<file path="config.mk">
export PLATFORM = sky130hd
export DESIGN_NAME = noise_injector_flat
export DESIGN_NICKNAME = d
export VERILOG_FILES = /design/src/rtl/noise_injector_pkg.sv /design/src/rtl/noise_injector_if.sv /design/src/rtl/noise_injector_gain_ramp.sv /design/src/rtl/noise_injector.sv /design/src/flat_wrapper.sv
export SDC_FILE = /design/constraint.sdc
export NUM_CORES = 1
export LEC_CHECK = 0
export CORE_AREA = 2 2 228 230
export DETAILED_ROUTE_END_ITERATION = 12
export DIE_AREA = 0 0 230 232
export PLACE_DENSITY = 0.47
export SYNTH_ARGS = -nofsm -noshare
export SYNTH_HDL_FRONTEND = slang
export SYNTH_HIERARCHICAL = 1
export SYNTH_SLANG_ARGS = --single-unit
</file>
<file path="constraint.sdc">
create_clock -name clk -period 23.6 [get_ports clk]
set_input_delay 3.54 -clock clk [delete_from_list [all_inputs] [get_ports clk]]
set_output_delay 3.54 -clock clk [all_outputs]
set_load 0.02 [all_outputs]
</file>
<file path="src/rtl/noise_injector_pkg.sv">
// noise_inj_pkg: shared constants, gain FSM state type and the sample saturator.
package noise_inj_pkg;
  typedef enum logic [1:0] {IDLE, UP, DOWN} ramp_state_e;
  localparam int DEF_WIDTH = 18;
  localparam int DEF_FRAC = 14;
  localparam int DEF_GAIN_W = 16;
  localparam logic signed [DEF_WIDTH-1:0] SAT_MAX = {1'b0, {(DEF_WIDTH-1){1'b1}}};
  localparam logic signed [DEF_WIDTH-1:0] SAT_MIN = {1'b1, {(DEF_WIDTH-1){1'b0}}};
  // Clamp a sign-extended value into the range of a w-bit signed sample.
  function automatic logic signed [63:0] saturate(input logic signed [63:0] v, input int w);
    logic signed [63:0] mx, mn;
    mx = (64'sd1 <<< (w - 1)) - 64'sd1;
    mn = -mx - 64'sd1;
    return v > mx ? mx : v < mn ? mn : v;
  endfunction
endpackage

</file>
<file path="src/rtl/noise_injector_if.sv">
// noise_injector_if: sample, gain-control and status bundle of the noise injector.
interface noise_injector_if import noise_inj_pkg::*; #(
  parameter int WIDTH = DEF_WIDTH,
  parameter int GAIN_W = DEF_GAIN_W
);
  logic clk_en;
  logic signed [WIDTH-1:0] noise_in;
  logic signed [WIDTH-1:0] signal_in;
  logic [GAIN_W-1:0] gain_target;
  logic gain_load;
  logic mute;
  logic signed [WIDTH-1:0] signal_out;
  logic out_valid;
  logic ramp_busy;
  logic sat_flag;
  modport master (
    output clk_en, noise_in, signal_in, gain_target, gain_load, mute,
    input signal_out, out_valid, ramp_busy, sat_flag
  );
  modport slave (
    input clk_en, noise_in, signal_in, gain_target, gain_load, mute,
    output signal_out, out_valid, ramp_busy, sat_flag
  );
endinterface

</file>
<file path="src/rtl/noise_injector_gain_ramp.sv">
// noise_gain_ramp: slew-limited noise gain; steps toward the (mute-aware) target once per strobe.
module noise_gain_ramp import noise_inj_pkg::*; #(
  parameter int GAIN_W = DEF_GAIN_W,
  parameter int RAMP_STEP = 64
) (
  input  logic clk,
  input  logic rst,
  input  logic clk_en_i,
  input  logic [GAIN_W-1:0] gain_target_i,
  input  logic gain_load_i,
  input  logic mute_i,
  output logic [GAIN_W-1:0] gain_cur_o,
  output logic ramp_busy_o
);
  localparam logic [GAIN_W-1:0] STEP = GAIN_W'(RAMP_STEP);
  ramp_state_e state_q, state_d;
  logic [GAIN_W-1:0] gain_q, gain_d, tgt_q, eff, up_dist, dn_dist;
  logic lt, gt;
  always_ff @(posedge clk or posedge rst)
    if (rst) begin
      state_q <= IDLE;
      gain_q <= '0;
      tgt_q <= '0;
    end else begin
      state_q <= state_d;
      gain_q <= gain_d;
      if (gain_load_i) tgt_q <= gain_target_i;
    end
  // Ramping states re-evaluate direction every strobe; the final step snaps to the target.
  always_comb begin
    eff = mute_i ? '0 : tgt_q;
    lt = gain_q < eff;
    gt = gain_q > eff;
    up_dist = eff - gain_q;
    dn_dist = gain_q - eff;
    state_d = state_q;
    gain_d = gain_q;
    if (clk_en_i && state_q == IDLE) state_d = lt ? UP : gt ? DOWN : IDLE;
    else if (clk_en_i) begin
      state_d = (lt && up_dist > STEP) ? UP : (gt && dn_dist > STEP) ? DOWN : IDLE;
      gain_d = lt ? (up_dist > STEP ? gain_q + STEP : eff) : gt ? (dn_dist > STEP ? gain_q - STEP : eff) : gain_q;
    end
  end
  always_comb begin
    gain_cur_o = gain_q;
    ramp_busy_o = state_q != IDLE;
  end
endmodule

</file>
<file path="src/rtl/noise_injector.sv">
// noise_injector: DC-blocked, gain-ramped noise added to an oscillator sample with saturation.
// Define NOISE_INJ_DCBLOCK_EN to include the one-pole DC blocker on the noise path.
module noise_injector import noise_inj_pkg::*; #(
  parameter int WIDTH = DEF_WIDTH,
  parameter int FRAC = DEF_FRAC,
  parameter int GAIN_W = DEF_GAIN_W,
  parameter int RAMP_STEP = 64,
  parameter int DC_SHIFT = 8
) (
  input logic clk,
  input logic rst,
  noise_injector_if.slave bus
);
  logic [GAIN_W-1:0] gain_cur;
  logic signed [WIDTH-1:0] hp_q, hp_d, sig_q, out_q, out_d;
  logic signed [WIDTH+GAIN_W:0] prod;
  logic signed [WIDTH:0] sum;
  logic sat_q, sat_d, en_q;
  logic [1:0] vld_q;
  if (FRAC >= WIDTH) begin : g_cfg_err
    $error("noise_injector: FRAC must be below WIDTH");
  end
  noise_gain_ramp #(.GAIN_W(GAIN_W), .RAMP_STEP(RAMP_STEP)) u_ramp (
    .clk(clk),
    .rst(rst),
    .clk_en_i(bus.clk_en),
    .gain_target_i(bus.gain_target),
    .gain_load_i(bus.gain_load),
    .mute_i(bus.mute),
    .gain_cur_o(gain_cur),
    .ramp_busy_o(bus.ramp_busy)
  );
`ifdef NOISE_INJ_DCBLOCK_EN
  logic signed [WIDTH+DC_SHIFT-1:0] acc_q, acc_d, leak;
  logic signed [WIDTH:0] diff;
  always_comb begin
    leak = acc_q >>> DC_SHIFT;
    diff = (WIDTH+1)'(bus.noise_in) - (WIDTH+1)'(leak);
    hp_d = WIDTH'(saturate(64'(diff), WIDTH));
    acc_d = acc_q + (WIDTH+DC_SHIFT)'(bus.noise_in) - leak;
  end
  always_ff @(posedge clk or posedge rst)
    if (rst) acc_q <= '0;
    else if (bus.clk_en) acc_q <= acc_d;
`else
  assign hp_d = bus.noise_in;
`endif
  // Gain is unsigned Q0.GAIN_W, so the scaled noise always fits back into WIDTH bits.
  always_comb begin
    prod = hp_q * $signed({1'b0, gain_cur});
    sum = (WIDTH+1)'(prod >>> GAIN_W) + (WIDTH+1)'(sig_q);
    out_d = WIDTH'(saturate(64'(sum), WIDTH));
    sat_d = 64'(sum) != saturate(64'(sum), WIDTH);
  end
  always_ff @(posedge clk or posedge rst)
    if (rst) begin
      hp_q <= '0;
      sig_q <= '0;
      out_q <= '0;
      sat_q <= 1'b0;
      vld_q <= 2'b00;
      en_q <= 1'b0;
    end else begin
      en_q <= bus.clk_en;
      if (bus.clk_en) begin
        hp_q <= hp_d;
        sig_q <= bus.signal_in;
        out_q <= out_d;
        sat_q <= sat_d;
        vld_q <= {vld_q[0], 1'b1};
      end
    end
  assign bus.signal_out = out_q;
  assign bus.sat_flag = sat_q;
  assign bus.out_valid = en_q & vld_q[1];
endmodule

</file>
<file path="src/flat_wrapper.sv">
// flat-port wrapper written by rule: the top's interface ports become plain ports
module noise_injector_flat import noise_inj_pkg::*;
#(
  parameter int WIDTH = DEF_WIDTH,
  parameter int FRAC = DEF_FRAC,
  parameter int GAIN_W = DEF_GAIN_W,
  parameter int RAMP_STEP = 64,
  parameter int DC_SHIFT = 8
)
  (clk, rst, bus_clk_en, bus_noise_in, bus_signal_in, bus_gain_target, bus_gain_load, bus_mute, bus_signal_out, bus_out_valid, bus_ramp_busy, bus_sat_flag);
  noise_injector_if #(.WIDTH(WIDTH), .GAIN_W(GAIN_W)) bus_i ();
  input logic clk;
  input logic rst;
  input wire logic [$bits(bus_i.clk_en)-1:0] bus_clk_en;
  input wire logic [$bits(bus_i.noise_in)-1:0] bus_noise_in;
  input wire logic [$bits(bus_i.signal_in)-1:0] bus_signal_in;
  input wire logic [$bits(bus_i.gain_target)-1:0] bus_gain_target;
  input wire logic [$bits(bus_i.gain_load)-1:0] bus_gain_load;
  input wire logic [$bits(bus_i.mute)-1:0] bus_mute;
  output wire logic [$bits(bus_i.signal_out)-1:0] bus_signal_out;
  output wire logic [$bits(bus_i.out_valid)-1:0] bus_out_valid;
  output wire logic [$bits(bus_i.ramp_busy)-1:0] bus_ramp_busy;
  output wire logic [$bits(bus_i.sat_flag)-1:0] bus_sat_flag;
  assign bus_i.clk_en = bus_clk_en;
  assign bus_i.noise_in = bus_noise_in;
  assign bus_i.signal_in = bus_signal_in;
  assign bus_i.gain_target = bus_gain_target;
  assign bus_i.gain_load = bus_gain_load;
  assign bus_i.mute = bus_mute;
  assign bus_signal_out = bus_i.signal_out;
  assign bus_out_valid = bus_i.out_valid;
  assign bus_ramp_busy = bus_i.ramp_busy;
  assign bus_sat_flag = bus_i.sat_flag;
  noise_injector #(.WIDTH(WIDTH), .FRAC(FRAC), .GAIN_W(GAIN_W), .RAMP_STEP(RAMP_STEP), .DC_SHIFT(DC_SHIFT)) u_core (.clk(clk), .rst(rst), .bus(bus_i));
endmodule
</file>
Word level (Yosys, flattened, before mapping)
Index checks and enable logic that the tools add are counted.
{ "totals": {"register_bits": 92, "word_cells": 45} }
{ "op_classes": {"n_addsub": 5, "n_mul": 1, "order_cmp": 6, "n_eq_ne": 1, "muxes": 13, "bitwise": 2, "n_reduce_logical": 8} }
{ "op_table": {"columns": ["op", "count"], "rows": [
  ["64-bit 2-to-1 mux", 2],
  ["16-bit 2-to-1 mux", 5],
  ["19-bit by 64-bit != test with 1-bit output", 1],
  ["18-bit by 17-bit multiplier with 35-bit output", 1],
  ["16-bit by 7-bit greater-than comparator with 1-bit output (second input constant)", 2],
  ["16-bit subtractor", 2],
  ["19-bit by 18-bit adder with 19-bit output", 1],
  ["19-bit by 18-bit greater-than comparator with 1-bit output (second input constant)", 1],
  ["19-bit by 18-bit < comparator with 1-bit output (second input constant)", 1],
  ["16-bit by 7-bit adder with 16-bit output (second input constant)", 1],
  ["16-bit greater-than comparator", 1],
  ["16-bit < comparator", 1],
  ["16-bit by 7-bit subtractor with 16-bit output (second input constant)", 1],
  ["2-bit 2-to-1 mux", 6],
  ["2-bit nonzero test", 3],
  ["1-bit logical AND", 3],
  ["3-bit AND reduction", 1],
  ["2-bit zero test", 1],
  ["1-bit bitwise AND", 1],
  ["1-bit inverter", 1]
]} }

Longest topological paths before layout
{ "depth": {"word_depth": 8, "ltp_mapped": 37} }

Cells and area by module
Netlist, hierarchy kept.
{ "modules_own_cells": {"columns": ["mod", "n_inst", "cells_per_inst", "area_each_um2", "seq_area_each_um2"], "rows": [
  ["noise_injector", 1, 1500, 13980.9, 1451.4],
  ["noise_gain_ramp", 1, 453, 3736.1, 850.8]
]} }

Worst setup path after synthesis
Ideal clock, no wire load.
{ "synth_timing": {"path_type": "register to register", "from": "register u_core.u_ramp.gain_q[3] (netlist: u_core/u_ramp/gain_cur_o[3])", "to": "register u_core.out_q[13] (netlist: u_core/bus.signal_out[13])", "t_arrival_ps": 8168, "required_ps": 23449, "path_slack_ps": 15281, "path_stages_with_launch": 32, "cell_sequence": "dfrtp_1 -> clkbuf_1 -> clkbuf_1 -> nand2_1 -> fa_1 -> fa_1 -> inv_1 -> fa_1 -> fa_1 -> fa_1 -> inv_1 -> fa_1 -> inv_1 -> ha_1 -> nand2_1 -> o21ai_0 -> nor2_1 -> a2bb2oi_1 -> a21oi_1 -> o21ai_0 -> a21oi_1 -> xnor2_1 -> ha_1 -> a21oi_1 -> o211ai_1 -> a21oi_1 -> o21ai_1 -> a31oi_1 -> nor2_1 -> nor4b_1 -> a2111oi_0 -> o221ai_1"} }
{ "synth_between": {"elab_chain_len": 5} }
{ "synth_lines": {"columns": ["item", "line_no", "text"], "rows": [
  ["start: declaration", "noise_injector_gain_ramp.sv:17", "logic [GAIN_W-1:0] gain_q, gain_d, tgt_q, eff, up_dist, dn_dist;"],
  ["start signal: assignment", "noise_injector_gain_ramp.sv:26", "gain_q <= gain_d;"],
  ["18-bit by 17-bit multiplier with 35-bit output *", "noise_injector.sv:50", "prod = hp_q * $signed({1'b0, gain_cur});"],
  ["19-bit by 18-bit adder with 19-bit output *", "noise_injector.sv:51", "sum = (WIDTH+1)'(prod >>> GAIN_W) + (WIDTH+1)'(sig_q);"],
  ["19-bit by 18-bit < comparator with 1-bit output", "noise_injector_pkg.sv:14", "return v > mx ? mx : v < mn ? mn : v;"],
  ["64-bit 2-to-1 mux", null, null],
  ["64-bit 2-to-1 mux *", null, null],
  ["end signal: assignment", "noise_injector.sv:68", "out_q <= out_d;"],
  ["end: declaration", "noise_injector.sv:15", "logic signed [WIDTH-1:0] hp_q, hp_d, sig_q, out_q, out_d;"]
]} }
Every way passes the cells marked *; elsewhere a longest branch is shown, timed or not.
A chain may end at the register's enable or synchronous reset.

Worst setup path after layout
{ "layout_timing": {"from": "register u_core.u_ramp.gain_q[8] (netlist: u_core/u_ramp/gain_cur_o[8])", "to": "register u_core.out_q[13] (netlist: u_core/bus.signal_out[13])"} }
The elaborated chain is that of the path after synthesis.

==> qor.csv <==
metric;value;unit
place.port_buffers;77;
clock_tree.root_cell;clkbuf_16;
status;finished, final reports clean;
gp_congestion;0.831;
post_cts_resize_count;0;
clk_latency;0.40;ns
hp-class;reg2reg;
yosys-top-cells-count;inv_1, fa_1, nand2_1, ha_1, and2_1;
crit_path_top_delay_cell;dfrtp_1;
first_global_vias;14900;
yosys_register_bits;92;
floorplan.rows;83;
number_of_instances_on_the_worst_hold_path;1;
min-delay-start;u_core/vld_q[0];
sum_of_routed_wire_length_over_all_layers;50600;um
fin_tns_setup;0;ns
timing_worst_slew_pin_value;1.02;ns
synthMostInstantiatedCell;inv_1;
min_period;9.78;ns
cts_sinks;92;
max_slew_margin;0.320;
avgSynthCellArea;9.07;sq um
initial_util;0.348;
clock_tree.htree_level_count;3;
drtPass1Iterations;5;
design.portCount;78;
yosysTopAreaCellShare;0.331;
drt-wirelength-per-cell;19.0;um
die_w;230;um
first_pass_grt_wire_length;83000;um
critPathBufInv;3;
mappedNetlistNets;2443;
post_route_drc_violation_count;0;
antenna_violations_before_repair;2;
route.detailed.vias_per_inst;5.07;
via_count;13500;
n_antenna_cell;0;
worstReg2RegEnd;u_core/bus.signal_out[13];
timing.hold.worst_endpoint;u_core/vld_q[0];
drt.antenna.violating_nets;0;
reg2reg_path_depth;28;
synth_top_cells_by_area;fa_1, dfrtp_1, ha_1;
postSynthCellCount;1953;
drt_iter0_drc;600;
layout.nets;2470;
cap_viol_max_count;0;
max_stage_delay;1.02;ns
unrepaired_setup_endpoints_after_global_routing;no;
drive_gt1_frac;0.0640;
cts_tree;yes;
slew_viol_final;0;
areaGrowthSynthToFinish;9.53;%
grt_overflow_total;0;
asyncSetResetFlopFracSynth;1.00;
end_kind;flop;
synth_seq_area_share;0.130;
finalSetupViolCount;0;
post_synth_instance_area;0.0177;sq mm
path_common_cell;fa_1;
setup_slack_of_the_worst_register_to_register_path;13.82;ns
number_of_hold_slack_violations_in_the_final_timing_report;0;
crit_path_class;reg2reg;
number_of_enable_flip_flop_cells_after_synthesis;0;
yosys.area.top_type;fa_1;
fp.dieArea;0.0534;sq mm
dpl.hpwl;40600;um
critical-path-top-delay-family;adder cells;
period_share;0.414;
grtUsageTotal;0.202;
critPathArrivalTime;10.02;ns
achievable_clock_frequency;0.102;GHz
yosys_most_used_dff;dfrtp_1;
ys_warn_count;6;
cts-buffers-inserted;9;
chipHeight;232;um
timing.critical_path.required;23.84;ns
clock_tree.buffer_depth;2;
grt_start_max_net_pins;52;
number_of_buffers_inserted_for_hold_repair_after_clock_tree_synthesis;0;
synth_cell_types;88;
placeableCoreArea;0.0509;sq mm
startpoint_type;flop;
skew;0.0132;ns
biggest_fanout_along_the_worst_timing_path;25;
regToRegStartpoint;u_core/u_ramp/gain_cur_o[8];
clk_pin_slew;0.07;ns
postCtsSetupRepairBufs;0;
==> cells by family after synthesis <==
logic type | after synthesis | synth area share
multiplexers | 72 | 0.0449
XOR/XNOR | 60 | 0.0297
flip-flops | 92 | 0.130
adder cells (fa/ha/maj) | 433 | 0.430
AO/OA/AOI/OAI | 273 | 0.109
buffers and inverters | 484 | 0.105
AND/OR/NAND/NOR | 539 | 0.151
==> routing by layer <==
metal | global-route usage | vias to the layer above | share of wire
met5 | 0 | - | 0.00026
met4 | 0.0681 | 2 | 0.033
met3 | 0.0292 | 89 | 0.036
met2 | 0.356 | 289 | 0.50
met1 | 0.252 | 6911 | 0.43
li1 | - | 6233 | -
==> flip-flops by register name (all words and copies together), names as in the netlist <==
name and count:
u_core/hp_q 18, u_core/bus.signal_out 18, u_core/u_ramp/state_q 2, u_core/bus.sat_flag 1, u_core/u_ramp/gain_cur_o 16, u_core/en_q 1
u_core/vld_q 2, u_core/sig_q 18, u_core/u_ramp/tgt_q 16
==> cells in the final DEF, fill, tap and decap left out, types with 16 or more instances in the layout <==
cell type	n
and2_1	125
o21ai_0	36
xnor2_1	43
buf_4	16
clkdlybuf4s50_1	76
nor3_1	25
nand3_1	35
nand2_1	226
dfrtp_1	92
fa_1	293
xor2_1	17
nand2b_1	22
nor2_1	52
a21oi_1	77
mux2_2	60
inv_1	405
ha_1	140
==> worst max-delay path by stage <==
| stage | startpoint | to | slack [ns] | cells after the start |
|---|---|---|---|---|
| 6_report | u_core/u_ramp/gain_cur_o[8] | u_core/bus.signal_out[13] | 13.82 | 28 |
| 5_1_grt | u_core/u_ramp/gain_cur_o[8] | u_core/bus.sat_flag | 13.24 | 29 |
| 4_1_cts | u_core/u_ramp/gain_cur_o[8] | u_core/bus.signal_out[13] | 13.88 | 28 |
| 3_5_place_dp | u_core/u_ramp/gain_cur_o[8] | u_core/bus.signal_out[13] | 13.91 | 28 |
| 3_3_place_gp | u_core/u_ramp/gain_cur_o[8] | u_core/bus.signal_out[13] | 14.06 | 28 |
| 2_1_floorplan | u_core/u_ramp/gain_cur_o[3] | u_core/bus.signal_out[13] | 15.28 | 31 |
==> worst reg2reg max path, delay by kind of cell, from the launching register on <==
family / cells / cell delay (ns)
XOR/XNOR: 1 / 0.22
flip-flops: 1 / 1.02
AO/OA/AOI/OAI: 12 / 3.67
buffers and inverters: 3 / 0.17
AND/OR/NAND/NOR: 4 / 0.84
adder cells (fa/ha/maj): 8 / 3.74
==> metrics by stage <==
stage               setup slack (ns)   util  cell area [sq um]  hold slack, ns  instances
floorplan                      15.28      -              17700           0.431       1953
global placement               14.06  0.376              19100           0.450       2649
detailed placement             13.91  0.376              19100           0.448       2649
CTS                            13.88  0.381              19400           0.475       2665
global route                   13.24  0.381              19400           0.500       2665
finish                         13.82  0.381              19400           0.465       2665
==> area by class of cell <==
type	instances	area (sq um)
well taps	680	851
flip-flops and latches	92	2300
multi-input cells	1377	13500
clock inverters	6	60.1
clock buffers	10	229
repair buffers	93	886
inverters	407	1530
fillers	5240	31500
Power is not shown: default switching activity piles up to over one toggle a cycle in this logic, so the estimate is an artifact.
